## config.mk

```make
export PLATFORM = sky130hd
export DESIGN_NAME = riscv_retire_monitor
export DESIGN_NICKNAME = d
export VERILOG_FILES = /design/src/rtl/riscv_retire_monitor.sv
export SDC_FILE = /design/constraint.sdc
export NUM_CORES = 1
export LEC_CHECK = 0
export BUFFER_PORTS_ARGS = -buffer_cell sky130_fd_sc_hd__buf_2
export CAP_MARGIN = 20
export CORE_MARGIN = 1
export CORE_UTILIZATION = 35
export CTS_BUF_LIST = sky130_fd_sc_hd__clkbuf_2
export DETAILED_ROUTE_END_ITERATION = 6
export SETUP_SLACK_MARGIN = 0.2
export SLEW_MARGIN = 20
export SYNTH_ARGS = -nofsm -noshare
export SYNTH_HDL_FRONTEND = slang
export SYNTH_SLANG_ARGS = --single-unit
```

## constraint.sdc

```tcl
create_clock -name CLK -period 3.3 [get_ports CLK]
set_clock_uncertainty 0.05 [all_clocks]
set_input_delay 0.165 -clock CLK [delete_from_list [all_inputs] [get_ports CLK]]
set_output_delay 0.165 -clock CLK [all_outputs]
set_load 0.005 [all_outputs]
```

## src/rtl/riscv_retire_monitor.sv

```systemverilog
// Retire monitor: turns pipeline retire events into NUM_INST, OUTPUT_PORT and a sticky HALT.
// Define RISCV_MON_CYCLE_CNT_EN to add the NUM_CYCLE cycle counter port.
module riscv_retire_monitor #(
  parameter int          CNT_W      = 32,
  parameter logic [31:0] HALT_INST0 = 32'h00c00093,
  parameter logic [31:0] HALT_INST1 = 32'h00008067
) (
  input  logic        CLK,
  input  logic        RSTn,
  input  logic        RET_VALID,
  input  logic [31:0] RET_INST,
  input  logic        RET_IS_BRANCH,
  input  logic        RET_BR_TAKEN,
  input  logic        RET_IS_STORE,
  input  logic [11:0] RET_ST_ADDR,
  input  logic        RET_RD_WE,
  input  logic [31:0] RET_RD_WD,
  output logic [31:0] NUM_INST,
  output logic [31:0] OUTPUT_PORT,
  output logic        HALT
`ifdef RISCV_MON_CYCLE_CNT_EN
  ,
  output logic [31:0] NUM_CYCLE
`endif
);

  localparam logic [31:0] CNT_MAX = 32'hffff_ffff >> (32 - CNT_W);

  typedef enum logic [1:0] {
    ST_IDLE   = 2'd0,
    ST_ARMED  = 2'd1,
    ST_HALTED = 2'd2
  } state_t;

  state_t      state_r;
  state_t      state_nxt_s;
  logic        accept_s;
  logic [31:0] num_inst_nxt_s;
  logic [31:0] output_nxt_s;

  assign accept_s = RET_VALID & ~HALT;

  // Halt-sequence detector; only accepted retires advance or disarm it
  always_comb begin
    state_nxt_s = state_r;
    case (state_r)
      ST_IDLE: begin
        if (accept_s && (RET_INST == HALT_INST0)) begin
          state_nxt_s = ST_ARMED;
        end else begin
          state_nxt_s = ST_IDLE;
        end
      end
      ST_ARMED: begin
        if (!accept_s) begin
          state_nxt_s = ST_ARMED;
        end else if (RET_INST == HALT_INST1) begin
          state_nxt_s = ST_HALTED;
        end else if (RET_INST == HALT_INST0) begin
          state_nxt_s = ST_ARMED;
        end else begin
          state_nxt_s = ST_IDLE;
        end
      end
      ST_HALTED: state_nxt_s = ST_HALTED;
      default:   state_nxt_s = ST_IDLE;
    endcase
  end

  // Next values for the retire counter and the observable result
  always_comb begin
    num_inst_nxt_s = NUM_INST;
    output_nxt_s   = OUTPUT_PORT;
    if (accept_s) begin
      if (NUM_INST != CNT_MAX) begin
        num_inst_nxt_s = NUM_INST + 32'd1;
      end else begin
        num_inst_nxt_s = NUM_INST;
      end
      // Branch outranks store even though both together is illegal upstream
      if (RET_IS_BRANCH) begin
        output_nxt_s = {31'b0, RET_BR_TAKEN};
      end else if (RET_IS_STORE) begin
        output_nxt_s = {20'b0, RET_ST_ADDR};
      end else if (RET_RD_WE) begin
        output_nxt_s = RET_RD_WD;
      end else begin
        output_nxt_s = OUTPUT_PORT;
      end
    end else begin
      num_inst_nxt_s = NUM_INST;
      output_nxt_s   = OUTPUT_PORT;
    end
  end

  // State and output registers with synchronous active-low reset
  always_ff @(posedge CLK) begin
    if (!RSTn) begin
      state_r     <= ST_IDLE;
      NUM_INST    <= 32'd0;
      OUTPUT_PORT <= 32'd0;
      HALT        <= 1'b0;
    end else begin
      state_r     <= state_nxt_s;
      NUM_INST    <= num_inst_nxt_s;
      OUTPUT_PORT <= output_nxt_s;
      HALT        <= (state_nxt_s == ST_HALTED);
    end
  end

`ifdef RISCV_MON_CYCLE_CNT_EN
  // Cycle counter; still counts on the edge where HALT rises, then freezes
  always_ff @(posedge CLK) begin
    if (!RSTn) begin
      NUM_CYCLE <= 32'd0;
    end else if (!HALT && (NUM_CYCLE != 32'hffff_ffff)) begin
      NUM_CYCLE <= NUM_CYCLE + 32'd1;
    end else begin
      NUM_CYCLE <= NUM_CYCLE;
    end
  end
`endif

endmodule

```

# Yosys cells after proc, flatten, opt, wreduce, memory -nomap -nowiden
# Index checks and enable logic that the tools add are counted.
[totals] out_inout_bits=65 input_bits=83 regBits=67
[op_classes] n_mux=8 eq_ne=6 add_sub_neg=1 n_bitwise=2 reduce_logical=5
[op_table] cell="two-way mux 32 bit" n=3
[op_table] cell="adder 32 x 1 -> 32 bit, second input constant" n=1
[op_table] cell="== test 32 x 16 -> 1 bit, second input constant" n=1
[op_table] cell="== test 32 x 24 -> 1 bit, second input constant" n=1
[op_table] cell="inequality test 32 bit, second input constant" n=1
[op_table] cell="one-hot mux 2 bit (3 select lines)" n=1
[op_table] cell="== test 2 bit, second input constant" n=2
[op_table] cell="two-way mux 2 bit" n=2
[op_table] cell="AND reduction 2 bit" n=2
[op_table] cell="nonzero test 3 bit" n=1
[op_table] cell="== test 2 x 1 -> 1 bit, second input constant" n=1
[op_table] cell="logical NOT 2 bit" n=1
[op_table] cell="two-way mux 1 bit" n=2
[op_table] cell="AND 1 bit" n=1
[op_table] cell="logical AND 1 bit" n=1
[op_table] cell="inverter 1 bit" n=1

# Logic depth before layout (Yosys ltp)
# Gate-level depths: netlist (run 1).
[logic_depth] ltp_word=6 depth_mapped=8

# Worst setup path after synthesis (run 1)
# No wires, ideal clock.
[synth_path] kind="register to register" start="register NUM_INST[0]" end="register NUM_INST[7]" setup_slack_ns=1.195 arrival_ns=1.940 synth_period_minus_slack_ns=2.105 setup_time_ns=0.115 stages_incl_launch_ff=8 t_required_ns=3.135 path_cell_list="dfxtp_1 ha_1 nand3_1 or3_4 o31ai_4 buf_6 nor4_1 o21a_1"
[synth_via] elab_chain_cells=2 word_cells_on_any_way=3 cone_classes="add/sub (1); eq/ne (1); reduce/logical (1)"
[synth_rtl] item="start, declared" line_no="18" source="output logic [31:0] NUM_INST,"
[synth_rtl] item="start signal, assigned" line_no="105" source="NUM_INST <= num_inst_nxt_s;"
[synth_rtl] item="branches (longest 2 deep; another with adder 32 x 1 -> 32 bit)"
# Parallel ways; which one is timed is not known.
# A chain may end at the register's enable or synchronous reset.

# Worst setup path after layout (run 1)
[layout_path] start="register HALT" end="register HALT"
[layout_via] elab_chain_cells=6 word_cells_on_any_way=7 cone_classes="eq/ne (1); mux (3); bitwise (2); reduce/logical (1)"
[layout_rtl] item="start, declared" line_no="20" source="output logic HALT"
[layout_rtl] item="start signal, assigned" line_no="107" source="HALT <= (state_nxt_s == ST_HALTED);"
[layout_rtl] item="inverter 1 bit (*)" line_no="41" source="assign accept_s = RET_VALID & ~HALT;"
[layout_rtl] item="AND 1 bit (*)" line_no="41"
[layout_rtl] item="logical AND 1 bit" line_no="48" source="if (accept_s && (RET_INST == HALT_INST0)) begin"
[layout_rtl] item="two-way mux 1 bit" line_no="48"
[layout_rtl] item="one-hot mux 2 bit (3 select lines) (*)" line_no="46" source="case (state_r)"
[layout_rtl] item="== test 2 bit (*)" line_no="107"
# Mark *: on every way between the ends. The rest lies on a longest branch, timed or not.

==> results of run 1 <==
-- per-stage QoR --
stage | utilization [%] | cell area, µm² | worst slack (ps)
after floorplan | - | 3140 | 1200
after global placement | 45.6 | 3950 | 971
after detailed placement | 45.6 | 3950 | 873
after CTS | 51.3 | 4450 | 678
after global routing | 51.3 | 4450 | 336
final | 51.3 | 4450 | 565
-- logic make-up after synthesis --
group / Yosys count / share of synthesized area [%]
AOI/OAI and AO/OA: 89 / 16.3
muxes: 14 / 4.47
buffers and inverters: 25 / 3.23
and+or+nand+nor: 177 / 30.6
DFF: 67 / 42.8
xor gates and xnor gates: 8 / 2.23
adders and majority gates: 1 / 0.399
-- worst min-delay path by stage --
stage | start | to | slack (ps) | cells past startpoint
after floorplan | RSTn | NUM_INST[7]$_SDFFE_PN0P_ | 230 | 1
after global placement | RET_RD_WD[21] | OUTPUT_PORT[21]$_SDFFE_PN0P_ | 370 | 3
after detailed placement | RET_RD_WD[25] | OUTPUT_PORT[25]$_SDFFE_PN0P_ | 380 | 3
after CTS | RET_RD_WD[4] | OUTPUT_PORT[4]$_SDFFE_PN0P_ | 0.9 | 5
after global routing | RET_RD_WD[11] | OUTPUT_PORT[11]$_SDFFE_PN0P_ | 40 | 5
final | RET_RD_WD[11] | OUTPUT_PORT[11]$_SDFFE_PN0P_ | 40 | 5
-- flip-flops by register name, indices dropped and copies added, names as in the netlist --
register / cells
NUM_INST: 32
OUTPUT_PORT: 32
state_r: 2
HALT: 1
-- metal layers --
| layer | global-route usage, % | routed length [µm] |
|---|---|---|
| met1 | 24.0 | 3990 |
| met2 | 34.0 | 4400 |
| met3 | 5.56 | 505 |
| met4 | 6.31 | 129 |
| met5 | 0 | 0 |
-- area by class of cell --
class / count / share of cell area (%)
Sequential cell: 67 / 30.1
Clock buffer: 9 / 1.01
Multi-Input combinational cell: 289 / 38.0
Inverter: 5 / 0.450
Tap cell: 108 / 3.04
Timing Repair Buffer: 182 / 24.2
Clock inverter: 7 / 3.15
-- layout by cell type (no fill, tap or decap), types with 6 or more instances in the layout --
| master | netlist | routed |
|---|---|---|
| a21oi_1 | 56 | 56 |
| buf_2 | 0 | 147 |
| clkbuf_2 | 0 | 9 |
| dfxtp_1 | 67 | 67 |
| dlygate4sd3_1 | 0 | 31 |
| mux2i_1 | 14 | 14 |
| nand2_1 | 45 | 45 |
| nand3_1 | 31 | 31 |
| nand4_1 | 12 | 12 |
| nor2_1 | 25 | 25 |
| nor3_1 | 16 | 16 |
| nor4_1 | 6 | 6 |
| o21ai_0 | 10 | 10 |
| or3_1 | 15 | 15 |
| xor2_1 | 6 | 6 |
-- worst max-delay path, cell delays in order, from the launching register on --
cell	delay [ps]
dfxtp_1	360
nor2b_1	380
nand4_1	150
nor4b_1	300
dlygate4sd3_1	620
nand3b_1	100
dlygate4sd3_1	570
a21oi_1	130
-- repair_timing --
action,CTS,global route
hold endpoints to repair,29,0
hold buffers,31,0
endpoints found under the setup margin,0,0
setup buffers,0,0
-- where the power goes --
part	internal, mW	switching (mW)
clock	0.400	0.316
sequential	0.826	0.0107
combinational	0.0933	0.0908
==> impl_metrics.csv, run 1 <==
group,metric,value,unit
run_status,status,"finished, final reports clean",
timing,rsz0062_at_grt,"no",
timing,tns,0,ps
power,leakagePower,1.90,nW
job,maxCapViolCount,0,
timing,max_freq,366,MHz
floorplan,core_area,0.00868,mm²
timing,setup_viol,0,
clock_tree,cts_sinks,67,
clock_tree,cts_root_buffer,"clkbuf_2",
grt,grt_antenna_before_repair,0,
worst_setup_path,end_kind,"flop",
floorplan,initial_core_util,36.1,%
floorplan,dieArea,0.00934,mm²
synthesis,synth_edf_count,0,
drt,routedWlPerCell,13.5,µm
synthesis,synth_flop_cell,"dfxtp_1",
floorplan,die_height,96.7,µm
timing,finalHoldWorstSlack,44.8,ps
synthesis,async_flop_share,0,%
final_layout,nets,638,
worst_setup_path,rrSetupSlack,570,ps
timing,slew_viol_final,0,
clock_tree,numCtsBuffers,9,
drt,ant_nets,0,
placement,gp_congestion,0.744,
timing,period_share,82.9,%
power,total_power,1.74,mW
synthesis,ys_ff_latch,67,
drt,firstDrtPassIters,4,
worst_setup_path,critical_path_arrival,3110,ps
floorplan,rows,34,
grt,grt_max_degree,64,
timing,tightest_slew,963,ps
power,ir_drop,189,µV
grt,grt_pass1_vias,3306,
worst_setup_path,critPathLaunch,"HALT$_SDFF_PN0_",
timing,final_hold_viol_count,0,
final_layout,fillers,852,
timing,slew_headroom,35.8,%
placement,dp_hpwl,6.10,mm
power,pwr_density_cell,390,mW/mm²
synthesis,yosys_warnings,0,
worst_setup_path,rr_worst_depth,7,
clock_tree,cts_max_level,3,
worst_setup_path,crit_required,3670,ps
synthesis,synth_top_area_cell,"dfxtp_1",
final_layout,regArea,0.00134,mm²
clock_tree,cts-resized-gates,0,
synthesis,synth_top_area_share,42.8,%
clock_tree,cts_buffer_depth,2,
grt,grt_first_pass_wirelength,15.5,mm
worst_setup_path,worstPathMaxFanout,4,
final_layout,drive_gt1_share,31.7,%
clock_tree,cts_tree,"done",
synthesis,yosys-top-cells-area,"dfxtp_1 43%, a21oi_1 8.9%, nand2_1 5.4%",
final_layout,syn2layout_area_growth,41.9,%
worst_setup_path,start_kind,"flop",
worst_setup_path,worstReg2RegStart,"HALT$_SDFF_PN0_",
worst_setup_path,worstSetupEndpoint,"HALT$_SDFF_PN0_",
drt,vias_per_cell,5.14,
synthesis,synth_seq_area_share,42.8,%
worst_setup_path,reg2reg_to,"HALT$_SDFF_PN0_",
clock_tree,cts.clk_slew.worst_paths,200,ps
timing,fin_crit,2730,ps
grt,grt_use_total,19.9,%
worst_setup_path,worstSetupPathType,"flop to flop",
drt,routed_wl,9.02,mm
drt,drcViolationCount,0,
floorplan,ios,148,
clock_tree,clkLatencyLatePin,500,ps
placement,dp.cells,620,
grt,gr-total-overflow,0,
synthesis,synth.most_common_cell,"dfxtp_1",
synthesis,postSynthAreaPerCell,8.23,µm²
final_layout,fin_cells,667,
floorplan,die_x,96.7,µm
synthesis,synth_area,0.00314,mm²
synthesis,syn_inst,381,
synthesis,ys_types,48,
final_layout,diodes,0,
synthesis,synth_fp_nets,465,
worst_hold_path,holdCritPathClass,"input pin to flop",
placement,io_buffers,147,
final_layout,multiInputGateArea,0.00169,mm²
drt,first_iter_violations,82,
drt,dr_total_vias,3427,
synthesis,ys_top_cells_by_count,"67 x dfxtp_1, 56 x a21oi_1, 45 x nand2_1",
No activity file was read; power rests on OpenSTA's default activity.
==> run 2: changes to the inputs <==
--- a/config.mk
+++ b/config.mk
@@ -11,6 +11,7 @@
 export CORE_UTILIZATION = 35
 export CTS_BUF_LIST = sky130_fd_sc_hd__clkbuf_2
 export DETAILED_ROUTE_END_ITERATION = 6
+export PLACE_DENSITY = 0.66
 export SETUP_SLACK_MARGIN = 0.2
 export SLEW_MARGIN = 20
 export SYNTH_ARGS = -nofsm -noshare
==> constraint.sdc (replaced) <==
create_clock -name CLK -period 2.34 [get_ports CLK]
set_clock_uncertainty 0.05 [all_clocks]
set_input_delay 0.117 -clock CLK [delete_from_list [all_inputs] [get_ports CLK]]
set_output_delay 0.117 -clock CLK [all_outputs]
set_load 0.005 [all_outputs]
==> run 2 against run 1 <==
Effect of this change:
- clock-buffer cell count did not move
- non-clock buffer count rose by 52
- via count rose by 8.8%
- final cell count rose by 7.9%
- sequential power rose by 41%
- power rose by 40%
- first-iteration DRC count rose by 21%
- die area did not move
- global-route usage rose by 2.5 points
- worst setup slack got worse by 300 ps
- largest cell class unchanged
==> impl_metrics.csv, run 2 (synthesis results as in run 1) <==
group,metric,value,unit
final_layout,fillers,785,
drt,firstDrtPassIters,4,
worst_setup_path,end_kind,"flop",
floorplan,dieArea,0.00934,mm²
worst_setup_path,crit_family,"buffers and inverters",
timing,slew_viol_final,0,
power,leakagePower,2.15,nW
placement,dp_hpwl,6.34,mm
clock_tree,cts_max_level,3,
clock_tree,cts_root_buffer,"clkbuf_2",
timing,tns,0,ps
timing,fin_crit,2070,ps
worst_setup_path,critPathLaunch,"RET_INST[2]",
worst_setup_path,critical_path_arrival,2420,ps
clock_tree,numCtsBuffers,9,
timing,slew_headroom,66.2,%
grt,grt_first_pass_wirelength,17.0,mm
clock_tree,cts_sinks,67,
final_layout,drive_gt1_share,31.5,%
grt,gr-total-overflow,0,
worst_setup_path,slowest_stage,"dlygate4sd3_1",
clock_tree,cts.clk_slew.worst_paths,160,ps
worst_setup_path,start_kind,"input pin",
floorplan,ios,148,
power,p_clk_share,37.1,%
placement,gp_congestion,0.765,
worst_setup_path,worstSetupPathType,"input pin to flop",
final_layout,stdcell_area,0.00498,mm²
timing,period_share,88.5,%
drt,drcViolationCount,0,
power,internal_power,1.82,mW
clock_tree,clkLatencyLatePin,490,ps
floorplan,rows,34,
drt,dr_total_vias,3728,
worst_setup_path,path_cells,"dlygate4sd3_1, buf_2, nor3_1, dlygate4sd3_1, nand4_1, dlygate4sd3_1, a211oi_1",
floorplan,core_area,0.00868,mm²
power,pwr_density_cell,487,mW/mm²
power,seq_power_share,48.4,%
final_layout,final_cell_mix,"147 x buf_2, 74 x dlygate4sd3_1, 65 x dfxtp_1",
run_status,status,"finished, final reports clean",
timing,max_freq,483,MHz
placement,dpl_cell_area,0.00403,mm²
drt,routedWlPerCell,14.4,µm
final_layout,syn2layout_area_growth,59.0,%
timing,rsz0062_at_grt,"no",
grt,grt_pass1_vias,3758,
floorplan,initial_core_util,36.1,%
worst_setup_path,crit_required,2690,ps
placement,place_ws,266,ps
timing,final_hold_viol_count,0,
timing,tightest_slew,506,ps
clock_tree,cts_buffer_depth,2,
placement,io_buffers,147,
job,maxCapViolCount,0,
power,p_sw,0.608,mW
drt,ant_nets,0,
timing,setup_viol,0,
clock_tree,cts_tree,"done",
floorplan,die_height,96.7,µm
drt,vias_per_cell,5.18,
worst_setup_path,cp_slowest_stage_delay,580,ps
worst_hold_path,holdCritPathClass,"input pin to flop",
worst_hold_path,holdCritStartpoint,"RET_INST[8]",
power,switching_share,25.1,%
timing,setup_ws,270,ps
final_layout,diodes,0,
grt,grt_use_total,22.3,%
floorplan,die_x,96.7,µm
worst_setup_path,path_common_cell,"dlygate4sd3_1",
power,ir_drop,273,µV
worst_setup_path,worstPathMaxFanout,2,
final_layout,largestRegisters,"NUM_INST x32, OUTPUT_PORT x32, state_r x2",
drt,first_iter_violations,99,
final_layout,nets,691,
worst_setup_path,crit_buf_inv,4,
drt,routed_wl,10.3,mm
power,combinationalPowerShare,14.5,%
worst_setup_path,worstReg2RegStart,"state_r[0]$_SDFF_PN0_",
final_layout,final_common_cell,"buf_2",
grt,grt_max_degree,44,
grt,grt_antenna_before_repair,0,
==> run 2: cell count changes in the layout (fill, tap and decap cells not counted), moves of 2 or more <==
cell / before / now
dlygate4sd3_1: 31 / 74
dfxtp_1: 67 / 65
clkinv_4: 0 / 2
dfxtp_2: 0 / 2
buf_4: 4 / 11
clkinvlp_4: 2 / 0
==> run 2: stage by stage <==
stage	power, mW	hold slack, ps	util, %	instances
2_1_floorplan	1.31	185	-	381
3_3_place_gp	1.43	324	46.4	628
3_5_place_dp	1.44	330	46.4	628
4_1_cts	2.44	4.97	56.8	718
5_1_grt	2.53	3.67	57.4	720
6_report	2.43	63.5	57.4	720
==> run 2: cell type report <==
class	instances	area, µm²	share of cell area (%)
flip-flops and latches	67	1340	27.0
inverters	5	18.8	0.377
multi-input cells	290	1740	34.8
clock inverters	7	116	2.33
repair buffers	234	1590	31.9
well taps	108	135	2.71
clock buffers	9	45.0	0.904
==> run 2: path summary, 6_finish.rpt <==
check	to	slack (ps)	cells past startpoint
min	HALT$_SDFF_PN0_	60	6
max	state_r[0]$_SDFF_PN0_	270	7
min reg2reg	OUTPUT_PORT[25]$_SDFFE_PN0P_	410	2
max reg2reg	state_r[1]$_SDFF_PN0_	300	6
==> run 2: what timing repair did <==
item                       4_1_cts  5_1_grt
hold endpoints to repair        39        0
buffers inserted                 0        1
setup endpoints to repair        0       18
resized for setup                0       11
hold buffers                    74        0
==> run 2: routing by layer <==
layer  vias to the layer above  global-route usage (%)  wire (µm)
met2                       144                    40.0       5230
met1                      1697                    23.3       4130
met4                         0                    11.3        396
met3                        40                    7.15        591
li1                       1847                       -          -
met5                         -                       0          0
==> run 2: power by group through the flow <==
stage / combinational (mW) / sequential, mW / clock, mW
3_3_place_gp: 0.234 / 1.20 / 0
6_report: 0.351 / 1.18 / 0.901
4_1_cts: 0.337 / 1.18 / 0.927
2_1_floorplan: 0.107 / 1.20 / 0
5_1_grt: 0.383 / 1.18 / 0.971
3_5_place_dp: 0.238 / 1.20 / 0
==> run 2: tightest hold or removal path, delay by kind of cell <==
family,cells,cell delay [ps]
compound gates,1,70
simple gates,4,290
buf+inv,1,70
